[config.mk]
export PLATFORM = sky130hd
export DESIGN_NAME = digit_accumulator
export DESIGN_NICKNAME = d
export VERILOG_FILES = /design/src/rtl/digit_accumulator.sv
export SDC_FILE = /design/constraint.sdc
export NUM_CORES = 1
export LEC_CHECK = 0
export ABC_AREA = 1
export CAP_MARGIN = 0
export CORE_UTILIZATION = 30
export CTS_CLUSTER_SIZE = 24
export DETAILED_ROUTE_END_ITERATION = 7
export MAX_ROUTING_LAYER = met4
export SYNTH_ARGS = -nofsm -noshare
export SYNTH_HDL_FRONTEND = slang
export SYNTH_SLANG_ARGS = --single-unit
[constraint.sdc]
create_clock -name clk_i -period 4.4 [get_ports clk_i]
set_clock_uncertainty 0.15 [all_clocks]
set_input_delay 1.32 -clock clk_i [delete_from_list [all_inputs] [get_ports clk_i]]
set_output_delay 1.32 -clock clk_i [all_outputs]
set_load 0.03 [all_outputs]
[src/rtl/digit_accumulator.sv]
// digit_accumulator: builds an unsigned number from a serial digit stream
// (acc <= acc*RADIX + digit) and publishes it to a separate output register
// one cycle after a commit request.
// Optional feature: define DIGACC_BKSP_EN to add the bksp_i port and
// the last-digit removal (divide-by-RADIX) path.
module digit_accumulator #(
    parameter  int WIDTH      = 16,
    parameter  int RADIX      = 10,
    parameter  int DIGIT_W    = 4,
    parameter  int MAX_DIGITS = 5,
    localparam int CNT_W      = $clog2(MAX_DIGITS + 1)
) (
    input  logic               clk_i,
    input  logic               rst_ni,
    input  logic [DIGIT_W-1:0] digit_in_i,
    input  logic               digit_valid_i,
    output logic               digit_ready_o,
    input  logic               commit_i,
    input  logic               clear_i,
`ifdef DIGACC_BKSP_EN
    input  logic               bksp_i,
`endif
    output logic [WIDTH-1:0]   value_o,
    output logic               value_valid_o,
    output logic [CNT_W-1:0]   digit_count_o,
    output logic               overflow_o,
    output logic               bad_digit_o
);

    // Extra headroom so acc*RADIX+digit can be compared against 2^WIDTH-1
    localparam int EXT = WIDTH + $clog2(RADIX) + 1;

    localparam logic [1:0] IDLE  = 2'd0;
    localparam logic [1:0] ACCUM = 2'd1;
    localparam logic [1:0] HOLD  = 2'd2;

    localparam logic [CNT_W-1:0]   MAX_C   = CNT_W'(MAX_DIGITS);
    localparam logic [DIGIT_W:0]   RADIX_D = (DIGIT_W + 1)'(RADIX);

    logic [1:0]       state_q, state_d;
    logic [WIDTH-1:0] acc_q, acc_d;
    logic [CNT_W-1:0] cnt_q, cnt_d;
    logic [WIDTH-1:0] value_q, value_d;
    logic             vv_q, vv_d;
    logic             ovf_q, ovf_d;
    logic             bad_q, bad_d;
    logic             pend_q, pend_d;

    logic             bksp_req;
    logic             digit_fire;
    logic             digit_ok;
    logic             fresh;
    logic [WIDTH-1:0] base_acc;
    logic [CNT_W-1:0] base_cnt;
    logic [EXT-1:0]   prod;
    logic             fits;

`ifdef DIGACC_BKSP_EN
    assign bksp_req = bksp_i;
`else
    assign bksp_req = 1'b0;
`endif

    assign digit_ready_o = (cnt_q < MAX_C) & ~clear_i & ~commit_i & ~bksp_req;
    assign digit_fire    = digit_valid_i & digit_ready_o;
    assign digit_ok      = {1'b0, digit_in_i} < RADIX_D;

    // A digit arriving while a publish is pending, or while holding a
    // committed value, starts a brand-new number rather than extending acc.
    assign fresh    = pend_q | (state_q == HOLD);
    assign base_acc = fresh ? '0 : acc_q;
    assign base_cnt = pend_q ? '0 : cnt_q;
    assign prod     = EXT'(base_acc) * EXT'(RADIX) + EXT'(digit_in_i);
    assign fits     = (prod[EXT-1:WIDTH] == '0);

    // Next-state: clear beats everything; a pending publish lands first and
    // the request decoded this cycle (commit > bksp > digit) layers on top.
    always_comb begin
        state_d = state_q;
        acc_d   = acc_q;
        cnt_d   = cnt_q;
        value_d = value_q;
        vv_d    = vv_q;
        ovf_d   = ovf_q;
        bad_d   = 1'b0;
        pend_d  = 1'b0;
        if (clear_i) begin
            acc_d   = '0;
            cnt_d   = '0;
            ovf_d   = 1'b0;
            vv_d    = 1'b0;
            state_d = IDLE;
        end else begin
            if (pend_q) begin
                value_d = acc_q;
                vv_d    = 1'b1;
                ovf_d   = 1'b0;
                acc_d   = '0;
                cnt_d   = '0;
                state_d = HOLD;
            end
            if (commit_i) begin
                pend_d = 1'b1;
            end
`ifdef DIGACC_BKSP_EN
            else if (bksp_req) begin
                if (state_q == ACCUM && !pend_q) begin
                    acc_d = acc_q / WIDTH'(RADIX);
                    cnt_d = cnt_q - CNT_W'(1);
                    if (cnt_q == CNT_W'(1)) state_d = IDLE;
                end
            end
`endif
            else if (digit_fire) begin
                if (!digit_ok) begin
                    bad_d = 1'b1;
                end else if (!fits) begin
                    ovf_d = 1'b1;
                end else begin
                    acc_d   = prod[WIDTH-1:0];
                    cnt_d   = base_cnt + CNT_W'(1);
                    state_d = ACCUM;
                    if (!pend_q) vv_d = 1'b0;
                end
            end
        end
    end

    // State registers, async active-low reset
    always_ff @(posedge clk_i or negedge rst_ni) begin
        if (!rst_ni) begin
            state_q <= IDLE;
            acc_q   <= '0;
            cnt_q   <= '0;
            value_q <= '0;
            vv_q    <= 1'b0;
            ovf_q   <= 1'b0;
            bad_q   <= 1'b0;
            pend_q  <= 1'b0;
        end else begin
            state_q <= state_d;
            acc_q   <= acc_d;
            cnt_q   <= cnt_d;
            value_q <= value_d;
            vv_q    <= vv_d;
            ovf_q   <= ovf_d;
            bad_q   <= bad_d;
            pend_q  <= pend_d;
        end
    end

    assign value_o       = value_q;
    assign value_valid_o = vv_q;
    assign digit_count_o = cnt_q;
    assign overflow_o    = ovf_q;
    assign bad_digit_o   = bad_q;

endmodule

==> summary.md, run 1 <==
| Metric | Value |
|---|---|
| Post-route non-filler standard cell count | ~740 |
| Final nets | 633 |
| Slew at the pin closest to its max-slew limit | 917 ps |
| Chip Height | 111 um |
| Cell at the root of the clock tree | clkbuf_16 |
| Worst setup slack after placement | 208 ps |
| Maximum ir drop on the vdd rail | around 0.13 mV |
| Final worst-path setup slack | 279 ps |
| Worst path required time | between 4000 and 5000 ps |
| Setup slack of the worst register-to-register path | 280 ps |
| H-tree Lvls | 2 |
| Wire length of the first global-routing pass | between 15,000 and 20,000 um |
| Gp weighted congestion | 0.864 |
| Net Sw Power | 264 uW |
| Top area cells in the synthesized netlist | dfrtp_1, nand2_1, ha_1, inv_1, nor2_1 |
| Setup TNS Final | 0 ps |
| Sequential element share of the synthesized area | 0.287 |
| Number of flip-flops and latches in the synthesized netlist | a little over 40 |
| Placed Instances | 728 |
| TritonCTS clock tree | done |
| Count of maximum capacitance violations | 0 |
| Number of core rows | 39 |
| Static power due to leakage | around 0.0023 uW |
| Number of antenna violations at the first check in global routing | 0 |
| Longest individual stage delay on the worst path | 410 ps |
| Count of port buffers added during placement | 31 |
| Critical Setup Path Class | reg2reg |
| Post-detailed-routing wire length | 9160 um |
| Detailed-placement wirelength estimate | between 7000 and 8000 um |
| Yosys synthesis warning count | 0 |
| Final hold slack | around 330 ps |
| Sequential power share | 0.400 |
| Synthesized Nets | around 600 |
| Residual DRC | 10 |
| Post-DRT Antenna Nets | 0 |
| Type of the most critical hold path | reg2reg |
| Critical Path Slowest Stage Cell | dfrtp_1 |
| Area share of the largest cell type after synthesis | 0.287 |
| Die width | between 100 and 150 um |
| Num CTS Buffers | 5 |
| Ranking of synthesized cells by instance count | nand2_1, inv_1, nor2_1 |
| First-pass DRT Iterations | 7 |
| Initial core utilization | 0.310 |
| Most used standard cell by instance count after synthesis | nand2_1 |
| Switching part of the total | 0.263 |
| Arrival time of the worst setup path | 4180 ps |
| Average routed wire per standard cell | between 10 and 15 um |
| First DRT Iteration DRCs | between 200 and 250 |
| Pin count of the biggest net entering global routing | between 40 and 50 |
| Multi-input gate area in the final layout | 2160 sq um |
| Final setup violation count | 0 |
| Crit share post-route | 0.937 |
| Remaining global-route overflow | 0 |
| Clock period minus worst slack | ~4100 ps |
| Count of antenna diodes in the layout | 0 |
| Chain of cells forming the critical path | inv_4 -> nand2_1 -> buf_4 -> nor2_1 -> ha_1 -> ha_1 -> nand2_1 -> nor2_1 -> nand3_1 -> nand3_1 -> nand2_1 -> nand2_1 -> nand2_1 -> nor2_1 -> nand3_1 -> nand2_1 -> nand2_1 -> inv_4 -> nand2_2 -> nor2_4 -> buf_4 -> nor2_1 -> a21oi_1 |
| Clock latency at the later pin of the worst-skew pair | 280 ps |
| Share of cells above drive strength 1 | 0.0840 |
| Die area | around 12,000 sq um |
| Vias in the first global route | ~3,200 |
| Type of element launching the critical path | flop |
| Crit. End Element | flop |
| Final number of hold-violating endpoints | 0 |
| GRT Resource Usage Total | 0.156 |
| Failing checks | DRC |
| Count of filler cells inserted in the layout | approximately 1,200 |
| Max Slew Vio Count | 0 |
| Area of the core | around 12,000 sq um |
| Fraction of registers with async set or reset after synthesis | 1.00 |
| Number of distinct library cell variants in the gate-level netlist after synthesis | 30 |
| Cell type contributing the most total cell area after synthesis | dfrtp_1 |
| Portion of total power attributed to combinational logic | 0.184 |
| Summed instance area of the synthesized netlist | 3570 sq um |
| CTS Hold Bufs | 0 |
| Register cell area after layout | approximately 1000 sq um |
| CTS sink count | 41 |
| Result of the run | complete, but fails checks |
| Cell area power density | roughly 240 nW/um^2 |
| CTS clk-pin slew, worst paths | about 60 ps |
| Total I/O pin count | 32 |
| Syn-to-layout area delta | 19.4% |
| Clock share of power | 0.416 |
| Post-Synthesis Mean Instance Area | ~6.4 sq um |
| Unrepaired setup endpoints after global routing | no |
| Ys flop type | dfrtp_1 |
| Number of enable-type register cells in the synthesized netlist | 0 |
| Normalized max-slew margin | 0.389 |
| CP Max Fanout | 10 |
| Via count of the routed design | roughly 3,500 |
| Achievable Freq | 243 MHz |
| P_int | roughly 740 uW |
| Cell seen most often among critical-path stages | nand2_1 |
| Synth Instances | 560 |
| Maximum clock insertion buffer count | 2 |
| Via density | 4.72 |
==> logic make-up (layout without fill, tap and decap cells) <==
logic type      count (synthesis)  count (layout)  share of synthesized area
simple gates                  323             323                      0.388
buf+inv                       110             145                      0.119
xor+xnor                       11              11                     0.0270
compound gates                 45              45                     0.0714
fa+ha+maj                      30              30                      0.107
flops                          41              41                      0.287
==> worst paths after layout <==
path,start,end,depth (start not counted)
setup / recovery,pend_q,digit_count_o[0],23
hold / removal,value_o[6],value_o[6],2
setup reg to reg,pend_q,digit_count_o[0],23
hold reg to reg,value_o[6],value_o[6],2
max in group asynchronous,rst_ni,value_o[11],1
min in group asynchronous,rst_ni,digit_count_o[0],1
==> registers in the layout, summed over array words and instances (netlist names) <==
register,flops
value_valid_o,1
bad_digit_o,1
overflow_o,1
pend_q,1
acc_q,16
digit_count_o,3
value_o,16
state_q,2
==> cell type report <==
cell class	count	share of cell area
multi-input cells	409	0.507
flip-flops and latches	41	0.240
inverters	100	0.0891
repair buffers	37	0.0815
well taps	143	0.0419
clock buffers	7	0.0334
clock inverters	1	0.00703
==> critical path, delay by kind of cell (launching register included) <==
| family | cells | cell delay (ps) |
|---|---|---|
| simple gates | 16 | 2110 |
| fa+ha+maj | 2 | 660 |
| buf+inv | 4 | 590 |
| flops | 1 | 410 |
| compound gates | 1 | 130 |
==> repair_timing <==
item,in CTS,in global routing
setup endpoints to repair,0,16
endpoints found under the hold margin,0,0
gates resized for setup,0,14
setup buffers,0,2
==> power by group through the flow <==
stage | Clock, uW | Combinational, uW | Sequential (uW)
after floorplan | 0 | 95.3 | 429
after global placement | 0 | 180 | 408
after detailed placement | 0 | 182 | 409
after CTS | 425 | 182 | 402
after global routing | 443 | 206 | 403
final | 418 | 185 | 402
==> stage by stage <==
step | area, sq um | total power, uW | utilization
after floorplan | 3570 | 524 | -
after global placement | 4040 | 588 | 0.351
after detailed placement | 4040 | 591 | 0.351
after CTS | 4210 | 1010 | 0.366
after global routing | 4270 | 1050 | 0.371
final | 4270 | 1010 | 0.371
==> per-layer routing <==
metal,part of all wire,track usage
met1,0.48,0.210
met2,0.47,0.255
met3,0.036,0.0120
met4,0.0095,0.0324
met5,0,-
==> placed cells by master (no fill, tap or decap), drive strengths merged, types with 3 or more instances in the layout <==
cell type,n
clkbuf,7
xor2,8
buf,8
nand4,15
nor2,78
nand3,44
inv,99
clkdlybuf4s50,29
o21ai,20
xnor2,3
nand2,178
nor3,4
dfrtp,41
a21oi,22
ha,29
Power figures use the tool's default switching activity.
==> run 2: changes to the inputs <==
--- a/config.mk
+++ b/config.mk
@@ -6,7 +6,6 @@
 export NUM_CORES = 1
 export LEC_CHECK = 0
 export ABC_AREA = 1
-export CAP_MARGIN = 0
 export CORE_UTILIZATION = 30
 export CTS_CLUSTER_SIZE = 24
 export DETAILED_ROUTE_END_ITERATION = 7
==> results of run 2 <==
Final layout, timing and power as in run 1 (identical DEF).
==> run 3: changes to the inputs <==
--- a/config.mk
+++ b/config.mk
@@ -10,6 +10,7 @@
 export CTS_CLUSTER_SIZE = 24
 export DETAILED_ROUTE_END_ITERATION = 7
 export MAX_ROUTING_LAYER = met4
+export SETUP_SLACK_MARGIN = 0.05
 export SYNTH_ARGS = -nofsm -noshare
 export SYNTH_HDL_FRONTEND = slang
 export SYNTH_SLANG_ARGS = --single-unit
==> run 3 against run 2 <==
The flow still finishes with violations (DRC). Highest routed layer unchanged. Count of clock-buffer cells in the layout unchanged. Cell count unchanged. Combinational power about the same. Critical endpoint unchanged.
==> summary.md, run 3 (synthesis gave the netlist of run 1 again) <==
| Metric | Value |
|---|---|
| Result of the run | complete, but fails checks |
| Failing checks | DRC |
| Crit. End Element | flop |
| Final number of hold-violating endpoints | 0 |
| Area of the core | between 10,000 and 15,000 sq um |
| Critical Path Slowest Stage Cell | dfrtp_1 |
| Finished Core Util | 0.371 |
| H-tree Lvls | 2 |
| Wire length of the first global-routing pass | 15,300 um |
| Final setup violation count | 0 |
| Cell area power density | around 240 nW/um^2 |
| Crit share post-route | 0.923 |
| TritonCTS clock tree | done |
| Number of antenna violations at the first check in global routing | 0 |
| Pin count of the biggest net entering global routing | 42 |
| Cell at the root of the clock tree | clkbuf_16 |
| Worst path required time | around 4500 ps |
| Chain of cells forming the critical path | inv_4 -> nand2_1 -> buf_4 -> nor2_1 -> ha_1 -> ha_1 -> nand2_1 -> nor2_1 -> nand3_1 -> nand3_1 -> nand2_1 -> nand2_1 -> nand2_1 -> nor2_1 -> nand3_1 -> nand2_1 -> nand2_1 -> inv_4 -> nand2_2 -> nor2_4 -> buf_4 -> nor2_1 -> a21oi_1 |
| Static power due to leakage | 0.00226 uW |
| Number of core rows | 39 |
| Post-DRT Antenna Nets | 0 |
| CTS Hold Bufs | 0 |
| Arrival time of the worst setup path | about 4000 ps |
| Unrepaired setup endpoints after global routing | no |
| First DRT Iteration DRCs | 225 |
| Average routed wire per standard cell | approximately 12 um |
| Via count of the routed design | approximately 3,500 |
| Normalized max-slew margin | 0.389 |
| Type of the most critical hold path | reg2reg |
| Detailed-placement wirelength estimate | 7630 um |
| Hold depth | 2 |
| Syn-to-layout area delta | 19.6% |
| CTS sink count | 41 |
| Remaining global-route overflow | 0 |
| Count of filler cells inserted in the layout | 1,220 |
| Setup TNS Final | 0 ps |
| Num CTS Buffers | 5 |
| First-pass DRT Iterations | 7 |
| Worst setup slack after placement | 208 ps |
| Slew at the pin closest to its max-slew limit | ~920 ps |
| Clock latency at the later pin of the worst-skew pair | around 280 ps |
| Commonest cells after routing, fill and taps aside | nand2_1, inv_1, nor2_1 |
| Type of element launching the critical path | flop |
| Most common cell after layout, fill and taps aside | nand2_1 |
| Number of cell instances on the worst register-to-register path | 23 |
| Clock period minus worst slack | around 4100 ps |
| Achievable Freq | roughly 250 MHz |
| Cell seen most often among critical-path stages | nand2_1 |
| Maximum ir drop on the vdd rail | 0.129 mV |
| Final nets | around 630 |
| Count of maximum capacitance violations | 0 |
| CTS clk-pin slew, worst paths | about 60 ps |
| Final worst-path setup slack | ~340 ps |
| Maximum clock insertion buffer count | 2 |
| Max Slew Vio Count | 0 |
| Initial core utilization | 0.310 |
| Vias in the first global route | about 3,200 |
| Residual DRC | 10 |
| Total I/O pin count | 32 |
| Via density | approximately 4.7 |
| Count of port buffers added during placement | 31 |
| Chip Height | about 110 um |
| Die area | around 12,000 sq um |
| Die width | approximately 110 um |
| Gp weighted congestion | between 0.8 and 0.9 |
| Critical Setup Path Class | reg2reg |
| CP Max Fanout | 10 |
| Longest individual stage delay on the worst path | between 400 and 500 ps |
| GRT Resource Usage Total | 0.156 |
| Share of cells above drive strength 1 | 0.0891 |
| Count of antenna diodes in the layout | 0 |
| Post-detailed-routing wire length | about 9100 um |
run 3: report_power, final:
part           total, uW  switching [uW]  internal, uW
clock network        418             135           283
registers            402            7.99           394
logic                185             121          64.5
run 3: final cells by class:
class                   instances  area [sq um]  share of cell area
multi-input cells             409          2170               0.508
flip-flops and latches         41          1030               0.240
inverters                     100           380              0.0889
repair buffers                 37           348              0.0813
well taps                     143           179              0.0418
clock buffers                   7           143              0.0334
clock inverters                 1          30.0             0.00702
run 3: critical path: cells and delay by family, from the launching register on:
family / cells / cell delay (ps)
and+or+nand+nor: 16 / 2030
adders and majority gates: 2 / 680
buffers and inverters: 4 / 590
DFF: 1 / 410
AOI/OAI and AO/OA: 1 / 130
run 3: what timing repair did:
item                                    4_1_cts  5_1_grt
endpoints found under the setup margin        0       21
setup buffers                                 0        2
gates resized for setup                       0       17
run 3: path summary, 6_finish.rpt:
check,start,end,slack [ps]
max,pend_q,digit_count_o[0],340
min,value_o[6],value_o[6],330
max reg2reg,pend_q,digit_count_o[0],340
min reg2reg,value_o[6],value_o[6],330
max in group asynchronous,rst_ni,value_o[11],2500
min in group asynchronous,rst_ni,digit_count_o[0],1020
run 3: per-layer routing:
metal,vias up,global-route usage,part of all wire
li1,1809,-,-
met5,-,-,0
met3,8,0.0120,0.036
met1,1593,0.210,0.48
met2,83,0.255,0.47
met4,0,0.0324,0.0095
run 3: per-stage QoR:
stage                     instances  area, sq um  power, uW  hold WS [ps]
after floorplan                 560         3570        524           292
after global placement          728         4040        588           314
after detailed placement        728         4040        591           322
after CTS                       736         4210       1010           336
after global routing            738         4280       1050           351
final                           738         4280       1010           330
